<file path="src/rtl/onehot_enc_pkg.sv">
// rtl/onehot_enc_pkg.sv - shared types, defaults and popcount for the one-hot serial encoder
package onehot_enc_pkg;

    localparam int N_IN_DEF  = 8;
    localparam int W_IDX_DEF = $clog2(N_IN_DEF);

    typedef enum logic {
        IDLE = 1'b0,
        EMIT = 1'b1
    } state_t;

    // Number of set bits in a request vector; result is wide enough to hold N_IN itself.
    function automatic logic [W_IDX_DEF:0] popcount(input logic [N_IN_DEF-1:0] v);
        logic [W_IDX_DEF:0] c;
        c = '0;
        for (int i = 0; i < N_IN_DEF; i++) begin
            c = c + {{W_IDX_DEF{1'b0}}, v[i]};
        end
        return c;
    endfunction

endpackage

</file>
<file path="src/rtl/lsb_prio_enc.sv">
// rtl/lsb_prio_enc.sv - combinational lowest-set-bit priority encoder
module lsb_prio_enc
    import onehot_enc_pkg::*;
#(
    parameter int N_IN  = N_IN_DEF,
    parameter int W_IDX = W_IDX_DEF
) (
    input  logic [N_IN-1:0]  vec,
    output logic [W_IDX-1:0] idx,
    output logic             any,
    output logic             single
);

    logic [N_IN-1:0] vec_minus_one;

    assign vec_minus_one = vec - {{(N_IN-1){1'b0}}, 1'b1};
    assign any           = |vec;
    // Clearing the lowest set bit leaves nothing only when exactly one bit was set.
    assign single        = any && ((vec & vec_minus_one) == '0);

    // Scan from the top down so the lowest set bit is the last (winning) assignment.
    always_comb begin
        idx = '0;
        for (int i = N_IN - 1; i >= 0; i--) begin
            if (vec[i]) begin
                idx = i[W_IDX-1:0];
            end
        end
    end

endmodule

</file>
<file path="src/rtl/onehot_serial_encoder.sv">
// rtl/onehot_serial_encoder.sv - serialises a request vector into indices of its set bits, lowest first
module onehot_serial_encoder
    import onehot_enc_pkg::*;
#(
    parameter int N_IN  = N_IN_DEF,
    parameter int W_IDX = W_IDX_DEF
) (
    input  logic             clk,
    input  logic             rst_n,
    input  logic             in_valid,
    output logic             in_ready,
    input  logic [N_IN-1:0]  in_vec,
    output logic             out_valid,
    input  logic             out_ready,
    output logic [W_IDX-1:0] out_idx,
    output logic             out_last,
    output logic             zero_pulse,
    output logic [W_IDX:0]   pend_cnt
);

    state_t            state, state_n;
    logic [N_IN-1:0]   pend, pend_n;
    logic [W_IDX:0]    cnt_n;
    logic              zero_n;
    logic              ready_en;
    logic [W_IDX-1:0]  enc_idx;
    logic              enc_any;
    logic              enc_single;

    lsb_prio_enc #(
        .N_IN  (N_IN),
        .W_IDX (W_IDX)
    ) u_enc (
        .vec    (pend),
        .idx    (enc_idx),
        .any    (enc_any),
        .single (enc_single)
    );

    // Outputs come from registered state so an async reset silences them without a clock edge.
    assign in_ready  = ready_en && (state == IDLE);
    assign out_valid = (state == EMIT);
    assign out_idx   = out_valid ? enc_idx : '0;
    assign out_last  = out_valid && enc_single;

    // State, pending vector, count and pulse registers; ready_en holds in_ready low until the first edge after reset.
    always_ff @(posedge clk or negedge rst_n) begin
        if (!rst_n) begin
            state      <= IDLE;
            pend       <= '0;
            pend_cnt   <= '0;
            zero_pulse <= 1'b0;
            ready_en   <= 1'b0;
        end else begin
            state      <= state_n;
            pend       <= pend_n;
            pend_cnt   <= cnt_n;
            zero_pulse <= zero_n;
            ready_en   <= 1'b1;
        end
    end

    // Next-state: capture a vector in IDLE, peel off the lowest pending bit per handshake in EMIT.
    always_comb begin
        state_n = state;
        pend_n  = pend;
        cnt_n   = pend_cnt;
        zero_n  = 1'b0;
        case (state)
            IDLE: begin
                if (in_valid && in_ready) begin
                    pend_n = in_vec;
                    cnt_n  = popcount(in_vec);
                    if (in_vec != '0) begin
                        state_n = EMIT;
                    end else begin
                        zero_n = 1'b1;
                    end
                end
            end
            EMIT: begin
                if (out_ready && enc_any) begin
                    pend_n = pend & (pend - {{(N_IN-1){1'b0}}, 1'b1});
                    cnt_n  = pend_cnt - {{W_IDX{1'b0}}, 1'b1};
                    if (enc_single) begin
                        state_n = IDLE;
                    end
                end
            end
            default: begin
                state_n = IDLE;
                pend_n  = '0;
                cnt_n   = '0;
            end
        endcase
    end

endmodule

</file>
<file path="config.mk">
export PLATFORM = sky130hd
export DESIGN_NAME = onehot_serial_encoder
export DESIGN_NICKNAME = d
export VERILOG_FILES = /design/src/rtl/onehot_enc_pkg.sv /design/src/rtl/lsb_prio_enc.sv /design/src/rtl/onehot_serial_encoder.sv
export SDC_FILE = /design/constraint.sdc
export NUM_CORES = 1
export LEC_CHECK = 0
export BUFFER_PORTS_ARGS = -buffer_cell sky130_fd_sc_hd__buf_2
export CAP_MARGIN = 20
export CORE_MARGIN = 8
export CORE_UTILIZATION = 48
export DETAILED_ROUTE_END_ITERATION = 6
export PLACE_DENSITY_LB_ADDON = 0.25
export SLEW_MARGIN = 5
export SYNTH_ARGS = -nofsm -noshare
export SYNTH_HDL_FRONTEND = slang
export SYNTH_SLANG_ARGS = --single-unit
</file>
<file path="constraint.sdc">
create_clock -name clk -period 1.7 [get_ports clk]
set_input_delay 0.255 -clock clk [delete_from_list [all_inputs] [get_ports clk]]
set_output_delay 0.255 -clock clk [all_outputs]
set_load 0.02 [all_outputs]
</file>
# Word-level counts from Yosys, hierarchy flattened
# Index checks and enable logic that the tools add are counted.
[classes] add_sub_neg=9 eq_ne=2 mux=23 n_bitwise=2 n_reduce_logical=9
[op_table] operator="$mux W3" count=9
[op_table] operator="$add A4 B1 Y4" count=4
[op_table] operator="$mux W8" count=2
[op_table] operator="$pmux W8 S2" count=1
[op_table] operator="$and A8 B8 Y8" count=1
[op_table] operator="$logic_not A8 Y1" count=1
[op_table] operator="$mux W4" count=2
[op_table] operator="$pmux W4 S2" count=1
[op_table] operator="$reduce_bool A8 Y1" count=1
[op_table] operator="$reduce_or A8 Y1" count=1
[op_table] operator="$sub A8 B1 Y8 const B" count=1
[op_table] operator="$mux W1" count=7
[op_table] operator="$logic_and A1 B1 Y1" count=5
[op_table] operator="$add A3 B1 Y4" count=1
[op_table] operator="$ne A2 B1 Y1 const B" count=2
[op_table] operator="$sub A4 B1 Y4 const B" count=1
[op_table] operator="$add A2 B1 Y3" count=1
[op_table] operator="$add A1 B1 Y2" count=1
[op_table] operator="$pmux W1 S2" count=1
[op_table] operator="$reduce_and A2 Y1" count=1
[op_table] operator="$not A1 Y1" count=1
[word_totals] regBits=15 input_bits=12 out_inout_bits=11 word_cells=50

# Depth between registers and ports, before layout
# Gate-level depths: netlist of run 1.
[logic_depth] ltp_word=9 depth_mapped=11 depth_no_buf=11

# By module
# Synthesis of run 1 repeated with hierarchy kept, for this count alone.
[hier_totals] hier_cells=122 hier_area_um2=1139.8
[modules_own_cells] module="onehot_serial_encoder" n_inst=1 cells_per_inst=98 area_per_inst_um2=977.2
[modules_own_cells] module="lsb_prio_enc" n_inst=1 cells_per_inst=24 area_per_inst_um2=162.7

# Worst setup path before layout of run 1
# No wires, ideal clock.
[synth_path] kind="input to register" start="input port in_vec[0]" end="register pend_cnt[2]" setup_ns=0.138 arrival_ns=2.600 setup_slack_ns=-1.038 path_stages=11 cell_sequence="fa_1 inv_1 fa_1 fa_1 inv_1 ha_1 inv_1 fa_1 xnor2_1 o22ai_1 a21oi_1"
[synth_between] elab_chain_len=9
[synth_rtl] element="start, declared" line="onehot_serial_encoder.sv:12" rtl="input logic [N_IN-1:0] in_vec,"
[synth_rtl] element="$add A1 B1 Y2" line="onehot_enc_pkg.sv:17" rtl="c = c + {{W_IDX_DEF{1'b0}}, v[i]};"
[synth_rtl] element="$add A2 B1 Y3" line="onehot_enc_pkg.sv:17"
[synth_rtl] element="$add A3 B1 Y4" line="onehot_enc_pkg.sv:17"
[synth_rtl] element="$add A4 B1 Y4 (4 in a row)" line="onehot_enc_pkg.sv:17"
[synth_rtl] element="$mux W4" line="onehot_serial_encoder.sv:71" rtl="if (in_valid && in_ready) begin"
[synth_rtl] element="$pmux W4 S2" line="onehot_serial_encoder.sv:69" rtl="case (state)"
[synth_rtl] element="end signal, assigned" line="onehot_serial_encoder.sv:57" rtl="pend_cnt <= cnt_n;"
[synth_rtl] element="end, declared" line="onehot_serial_encoder.sv:18" rtl="output logic [W_IDX:0] pend_cnt"
# No other way between the ends. The select of a mux whose other input is x is not followed.
# A chain may end at the register's enable or synchronous reset.

# Worst setup path after layout of run 1
[layout_path] start="input port in_vec[0]" end="register pend_cnt[1]"
# Same word-level chain as after synthesis.

==> results of run 1 <==
==> cell usage after synthesis (2+ instances only) <==
master	n	area [µm²]
clkbuf_1	4	15.0
nand2_1	6	22.5
o21ai_0	11	55.1
nor2_1	10	37.5
a22o_1	6	52.6
mux2i_1	2	20.0
fa_1	4	80.1
dfrtp_1	15	375
nand4_1	4	25.0
nor3_1	5	25.0
nand4b_1	2	17.5
o21ai_2	4	35.0
o21bai_1	2	15.0
inv_1	19	71.3
or4_4	2	22.5
o22ai_1	3	18.8
a21oi_1	9	45.0
buf_6	2	22.5
ha_1	5	62.6
==> stage by stage <==
stage | hold WS (ns) | power (W) | TNS, ns
finish | 0.209 | 0.00339 | -5.13
global route | 0.217 | 0.00362 | -6.27
CTS | 0.205 | 0.00323 | -3.81
detailed placement | 0.181 | 0.00265 | -4.57
global placement | 0.182 | 0.00259 | -4.29
floorplan | -0.0406 | 0.00195 | -4.39
==> worst paths after layout <==
check	end	slack (ns)	cells past startpoint
min reg2reg	pend_cnt[3]	0.61	2
max in group asynchronous	pend[6]	1.07	2
max	pend_cnt[1]	-0.92	12
min	pend[7]	0.21	2
min in group asynchronous	ready_en	0.38	2
max reg2reg	pend_cnt[2]	-0.22	7
==> kinds of logic after synthesis <==
family / count (synthesis) / share of synthesized area
other: 1 / 0.00335
XOR/XNOR: 2 / 0.0157
adder cells (fa/ha/maj): 9 / 0.128
AO/OA/AOI/OAI: 38 / 0.221
multiplexers: 2 / 0.0179
buffers and inverters: 25 / 0.0973
flip-flops: 15 / 0.336
AND/OR/NAND/NOR: 36 / 0.181
==> sequential cells by signal, summed over array words and instances (netlist names) <==
| name | cells |
|---|---|
| pend | 8 |
| ready_en | 1 |
| zero_pulse | 1 |
| pend_cnt | 4 |
| out_valid | 1 |
==> layer usage <==
layer,track usage,wire [µm]
met5,0,0
met4,0.0845,114
met3,0.0557,216
met2,0.288,1710
met1,0.193,1390
==> repair_timing <==
action / in CTS / in global routing
buffers inserted: 4 / 2
hold buffers: 1 / 0
hold endpoints to repair: 15 / 0
pin swaps: 8 / 2
setup endpoints to repair: 15 / 16
gates resized for setup: 25 / 6
cloned: 1 / 0
==> power groups by stage <==
stage                     sequential (W)  combinational, W  clock (W)
after CTS                       0.000660           0.00234   0.000230
after floorplan                 0.000714           0.00124          0
final                           0.000668           0.00249   0.000228
after global routing            0.000687           0.00269   0.000241
after detailed placement        0.000668           0.00198          0
after global placement          0.000659           0.00193          0
==> area by class of cell <==
type / instances / area, µm²
Clock buffer: 3 / 22.5
Multi-Input combinational cell: 89 / 717
Sequential cell: 15 / 375
Inverter: 19 / 71.3
Timing Repair Buffer: 50 / 359
Clock inverter: 1 / 7.51
Fill cell: 172 / 624
Tap cell: 28 / 35.0
==> worst max-delay path: stages <==
cell	delay, ns
buf_6	0.10
fa_1	0.52
inv_1	0.05
fa_1	0.45
fa_1	0.51
inv_2	0.05
ha_4	0.15
inv_2	0.06
fa_2	0.42
mux2i_1	0.14
nand2_1	0.06
o21ai_1	0.09
==> metrics.txt, run 1 <==
crit path launch type=input port; #FFs+latches synth=15; H-tree levels=1; Port Buf Inserts=22; CP required=1.93 ns; Layout Utilization=0.718; ant diodes=0; Area Overhead vs Synth=41.9%; Root Buffer Master=clkbuf_4; final hold vios=0; Core ar.=around 0.0022 mm²; number of nets with antenna violations after routing=0; Synth Area per Inst=8.74 µm²; mapped cell area=0.00112 mm²; P_int=0.00176 W; Clk pwr share=0.067; RSZ-0062 raised after global routing=yes; Pwr Density=about 2100 mW/mm²; largest net degree at the start of global routing=16; leak pwr=around 0.78 nW; top fanout value on the critical path=2; Clock Latency Late Sink=0.30 ns; first-pass GRT wire length=5820 µm; share of cells above drive strength 1=0.412; most common cell after layout, fill and taps aside=buf_4; Comb pwr share=0.735; number of flops mapped to enable cells by yosys=0; peak supply drop=1.34 mV; CTS Buffer Depth=2; clock skew=0.00177 ns; TritonCTS clock tree=built; most frequent cells in the layout=buf_4 (24), buf_2 (18), inv_1 (17); synth warn=0; Rows=17; Sink Count=15; Worst R2R Start=pend[5]; DP Area=0.00140 mm²; placed cells=193; die area=0.00413 mm²; Post-Syn Nets=149; gr usage total=0.173; Final Net Count=199; DRC viols=0; min cycle time layout=2.62 ns; Setup crit start=in_vec[0]; post-layout instance area=0.00159 mm²; Worst-path clk slew=0.10 ns; initial antenna violation count=0; Fmax=382 MHz; Switching Share=0.479; post-route insts no fill=205; outcome=finished with violations; Initial Util=0.506; Setup WS pre-CTS=-1.28 ns; vias per inst=5.81; critical path arrival=2.85 ns; fin crit share=1.54; width of the die=64.3 µm; failing checks=negative setup slack; Hold Crit Start=in_vec[7]; Die Height=64.3 µm; max-slew violations=0; setup violators final=15; register area share after synthesis=0.336; critical path type=input port to flip-flop; drt first pass iters=4; GP Congestion=0.927; Yosys cell types=32; initial DRC count=63; MaxCap Viol Count=0; vias in the first global route=1230; DRT Wirelength=3420 µm; worst setup margin=-0.919 ns; TritonCTS buffer count=3; Seq pwr share=0.197; grt ovf=0; Psw=0.00162 W; ys async rst share=1.00; via count=about 1200; I/O Pins=23; Crit. End Element=flip-flop; worst hold path type=input port to flip-flop; Post-Syn Instances=128; Post-DP HPWL=~2300 µm; main flop type after synthesis=dfrtp_1; WL/cell=16.7 µm
Note: power is estimated with default switching activity, not from simulation.
==> run 2, diff against run 1 <==
--- a/config.mk
+++ b/config.mk
@@ -5,7 +5,7 @@
 export SDC_FILE = /design/constraint.sdc
 export NUM_CORES = 1
 export LEC_CHECK = 0
-export BUFFER_PORTS_ARGS = -buffer_cell sky130_fd_sc_hd__buf_2
+export BUFFER_PORTS_ARGS = -buffer_cell sky130_fd_sc_hd__buf_4
 export CAP_MARGIN = 20
 export CORE_MARGIN = 8
 export CORE_UTILIZATION = 48
@@ -15,3 +15,4 @@
 export SYNTH_ARGS = -nofsm -noshare
 export SYNTH_HDL_FRONTEND = slang
 export SYNTH_SLANG_ARGS = --single-unit
+export TNS_END_PERCENT = 50
==> metrics.txt, run 2 (synthesized netlist as in run 1, its figures left out) <==
die area=0.00413 mm²; worst setup margin=-0.938 ns; crit path launch type=input port; Sink Count=15; Die Height=64.3 µm; largest net degree at the start of global routing=16; leak pwr=0.792 nW; I/O Pins=23; via count=between 1000 and 1500; GP Congestion=~0.92; Core ar.=0.00221 mm²; share of cells above drive strength 1=0.406; setup violators final=14; Pwr Density=2080 mW/mm²; Layout Utilization=0.731; CTS Buffer Depth=2; ant diodes=0; critical path arrival=about 2.9 ns; vias per inst=5.78; Slowest-stage cell, CP=fa_1; TritonCTS clock tree=built; CP required=~1.9 ns; top fanout value on the critical path=2; clock skew=0.00261 ns; total power=0.00337 W; Crit. End Element=flip-flop; final hold vios=0; Area Overhead vs Synth=44.5%; failing checks=negative setup slack; most frequent cells in the layout=buf_4 (40), inv_1 (16), dfrtp_1 (14); initial DRC count=approximately 120; DRT Wirelength=3270 µm; vias in the first global route=1111; most common cell after layout, fill and taps aside=buf_4; initial antenna violation count=0; max FFs per register=8; Final Net Count=197; RSZ-0062 raised after global routing=yes; H-tree levels=1; Post-DP HPWL=roughly 2300 µm; Rows=17; top flop regs=pend x8, pend_cnt x4; min cycle time layout=2.64 ns; Root Buffer Master=clkbuf_4; width of the die=64.3 µm; worst hold path type=input port to flip-flop; gr usage total=0.159; outcome=finished with violations; fin crit share=1.55; Clock Latency Late Sink=0.29 ns; MaxCap Viol Count=0; CP most frequent cell=fa_1; largest register by flop count=pend; Fmax=between 300 and 400 MHz; critical path type=input port to flip-flop; Slowest Stage Delay on Critical Path=0.52 ns; peak supply drop=~1.4 mV; WL/cell=16.1 µm; Initial Util=0.506; DRC viols=0; drt first pass iters=4; first-pass GRT wire length=roughly 5300 µm; number of nets with antenna violations after routing=0; CP Cell Sequence=buf_6 -> fa_1 -> inv_1 -> fa_1 -> fa_1 -> inv_2 -> ha_4 -> inv_2 -> fa_2 -> mux2i_1 -> nand2_1 -> o21ai_2; Worst-path clk slew=0.09 ns; grt ovf=0; Port Buf Inserts=22; TritonCTS buffer count=3; max-slew violations=0
-- run 2: cell type report --
| type | instances | area [µm²] |
|---|---|---|
| repair buffers | 49 | 400 |
| multi-input cells | 88 | 704 |
| clock buffers | 4 | 26.3 |
| inverters | 19 | 73.8 |
| well taps | 28 | 35.0 |
| flip-flops and latches | 15 | 377 |
| fillers | 168 | 596 |
-- run 2: stage by stage --
stage | area [µm²] | hold WS [ns] | std cells | setup slack (ns) | TNS [ns]
detailed placement | 1440 | 0.122 | 193 | -1.26 | -4.37
global placement | 1440 | 0.122 | 193 | -1.21 | -4.26
global route | 1620 | 0.212 | 203 | -1.01 | -5.13
floorplan | 1120 | -0.0406 | 128 | -1.04 | -4.57
CTS | 1560 | 0.194 | 201 | -0.892 | -3.74
finish | 1620 | 0.206 | 203 | -0.938 | -4.09
-- run 2: per-layer routing --
layer,vias up,global-route usage,part of all wire
li1,549,-,-
met1,550,0.188,0.42
met3,6,0.0401,0.074
met5,-,0,0
met2,69,0.263,0.50
met4,0,0.0736,0.012
-- run 2: worst paths after layout --
kind	from	endpoint	cells past startpoint	slack, ns
worst max-delay path	in_vec[0]	pend_cnt[1]	12	-0.94
worst min-delay path	in_vec[7]	pend[7]	2	0.21
worst max register to register	pend[5]	pend_cnt[2]	6	-0.11
worst min register to register	pend_cnt[0]	pend_cnt[0]	2	0.62
max in group asynchronous	rst_n	pend[6]	2	1.17
min in group asynchronous	rst_n	pend[4]	2	0.34
-- run 2: critical path: cells and delay by family --
kind	cells	cell delay (ns)
adders and majority gates	5	2.05
buffers and inverters	4	0.24
muxes	1	0.13
AOI/OAI and AO/OA	1	0.10
and+or+nand+nor	1	0.09
-- run 2: report_power, final --
group	switching [W]	leakage, nW	internal (W)
Sequential	0.000162	0.188	0.000503
Combinational	0.00130	0.589	0.00119
Clock	0.000125	0.0150	0.0000915
Total	0.00159	0.792	0.00178
-- run 2: what timing repair did --
action | CTS | global route
pin swaps | 4 | 6
hold buffers | 1 | 0
setup buffers | 3 | 3
cloned | 0 | 0
endpoints found under the hold margin | 15 | 0
setup endpoints to repair | 11 | 15
resized for setup | 15 | 13
==> run 3, diff against run 2 <==
--- a/config.mk
+++ b/config.mk
@@ -5,10 +5,10 @@
 export SDC_FILE = /design/constraint.sdc
 export NUM_CORES = 1
 export LEC_CHECK = 0
-export BUFFER_PORTS_ARGS = -buffer_cell sky130_fd_sc_hd__buf_4
+export BUFFER_PORTS_ARGS = -buffer_cell sky130_fd_sc_hd__buf_2
 export CAP_MARGIN = 20
 export CORE_MARGIN = 8
-export CORE_UTILIZATION = 48
+export CORE_UTILIZATION = 35
 export DETAILED_ROUTE_END_ITERATION = 6
 export PLACE_DENSITY_LB_ADDON = 0.25
 export SLEW_MARGIN = 5
==> metrics.txt, run 3 (synthesized netlist as in run 1, its figures left out) <==
Final Net Count=195; placed cells=210; setup violators final=7; CTS Buffer Depth=2; Rows=20; Clock Latency Late Sink=about 0.29 ns; critical path arrival=approximately 3.0 ns; Crit. End Element=flip-flop; initial antenna violation count=0; largest net degree at the start of global routing=16; most common cell after layout, fill and taps aside=buf_4; largest register by flop count=pend; initial DRC count=52; via count=1104; MaxCap Viol Count=0; vias per inst=5.09; Post-DP HPWL=2380 µm; I/O Pins=23; RSZ-0062 raised after global routing=yes; top flop regs=pend x8, pend_cnt x4; Layout Utilization=0.511; vias in the first global route=1132; DRT Wirelength=around 3100 µm; Initial Util=0.366; failing checks=negative setup slack; Die Height=72.5 µm; r2r setup slk=-0.03 ns; outcome=finished with violations; min cycle time layout=approximately 2.7 ns; Psw=between 0.001 and 0.0015 W; most frequent cells in the layout=buf_4 (24), buf_2 (18), inv_1 (16); TritonCTS clock tree=built; GP Congestion=0.839; CP required=roughly 1.9 ns; Pwr Density=2030 mW/mm²; grt ovf=0; H-tree levels=1; Area Overhead vs Synth=39.5%; P_int=0.00168 W; Cells on Worst Hold Path=2; WL/cell=14.1 µm; FF-to-FF path depth=6; leak pwr=approximately 0.75 nW; fin crit share=1.60; width of the die=72.5 µm; Worst Setup EP=pend_cnt[1]; worst hold path type=input port to flip-flop; RR Endpoint=pend[2]; worst setup margin=-1.03 ns; Fmax=367 MHz; Worst-path clk slew=0.10 ns; Root Buffer Master=clkbuf_4; Comb pwr share=0.722; Sink Count=15; total power=approximately 0.0032 W; ant diodes=0; Clk pwr share=0.067; gr usage total=0.120; Filler cells=around 320; TritonCTS buffer count=3; max FFs per register=8; Worst R2R Start=pend[0]; peak supply drop=approximately 1.0 mV; Core ar.=0.00305 mm²; max-slew violations=0; clock skew=0.0101 ns; share of cells above drive strength 1=0.422; post-route insts no fill=217; final hold vios=0; Setup crit start=in_vec[0]; critical path type=input port to flip-flop; die area=0.00526 mm²; DRC viols=0; drt first pass iters=4; top fanout value on the critical path=2; Seq pwr share=0.210; number of nets with antenna violations after routing=0; first-pass GRT wire length=roughly 5000 µm; crit path launch type=input port; Switching Share=0.471; Port Buf Inserts=22
run 3: cell count changes in the layout (fill, tap and decap cells not counted), moves of 2 or more:
cell     previous run  this run
dfrtp_2             1         4
buf_4              40        24
buf_6               8         4
dfrtp_1            14        11
o21ai_1             1         3
buf_2               0        18
run 3: layer usage:
layer	wire [µm]	track usage
met5	0	0
met4	86	0.0578
met3	84	0.0207
met2	1480	0.200
met1	1410	0.145
run 3: power by group through the flow:
stage               Clock (W)  Combinational, W  Sequential (W)
CTS                  0.000210           0.00212        0.000653
detailed placement          0           0.00196        0.000660
floorplan                   0           0.00122        0.000713
global route         0.000227           0.00250        0.000696
global placement            0           0.00193        0.000656
finish               0.000213           0.00229        0.000667
run 3: metrics by stage:
stage | setup slack (ns) | instance area [µm²] | hold slack (ns) | TNS [ns]
floorplan | -1.04 | 1120 | -0.0406 | -4.57
global placement | -1.22 | 1420 | 0.179 | -4.35
detailed placement | -1.38 | 1420 | 0.181 | -4.79
CTS | -1.02 | 1520 | 0.228 | -3.96
global route | -1.07 | 1560 | 0.236 | -4.62
finish | -1.03 | 1560 | 0.227 | -3.82
run 3: worst max-delay path, stage by stage:
cell     delay (ns)
buf_6          0.10
fa_1           0.52
inv_1          0.05
fa_1           0.48
fa_2           0.56
inv_2          0.05
ha_4           0.15
inv_2          0.05
fa_2           0.42
mux2i_1        0.15
nand2_1        0.07
o21ai_1        0.09
run 3: worst min-delay path by stage:
| stage | startpoint | endpoint |
|---|---|---|
| floorplan | rst_n | out_valid |
| global placement | rst_n | pend[2] |
| detailed placement | rst_n | pend[2] |
| CTS | in_vec[7] | pend[7] |
| global route | in_vec[7] | pend[7] |
| finish | in_vec[7] | pend[7] |
run 3: area by class of cell:
cell class	instances	area, µm²	area share
inverter	19	71.3	0.0457
clock buffer	3	22.5	0.0144
multi-input combinational	88	701	0.449
timing repair buffer	47	325	0.208
tap	44	55.1	0.0353
clock inverter	1	5.00	0.00321
sequential	15	380	0.244
run 3: repair_timing:
action / in CTS / in global routing
buffers inserted: 1 / 1
resized for setup: 12 / 18
endpoints found under the setup margin: 10 / 15
hold buffers: 1 / 0
pin swaps: 3 / 5
endpoints found under the hold margin: 15 / 0
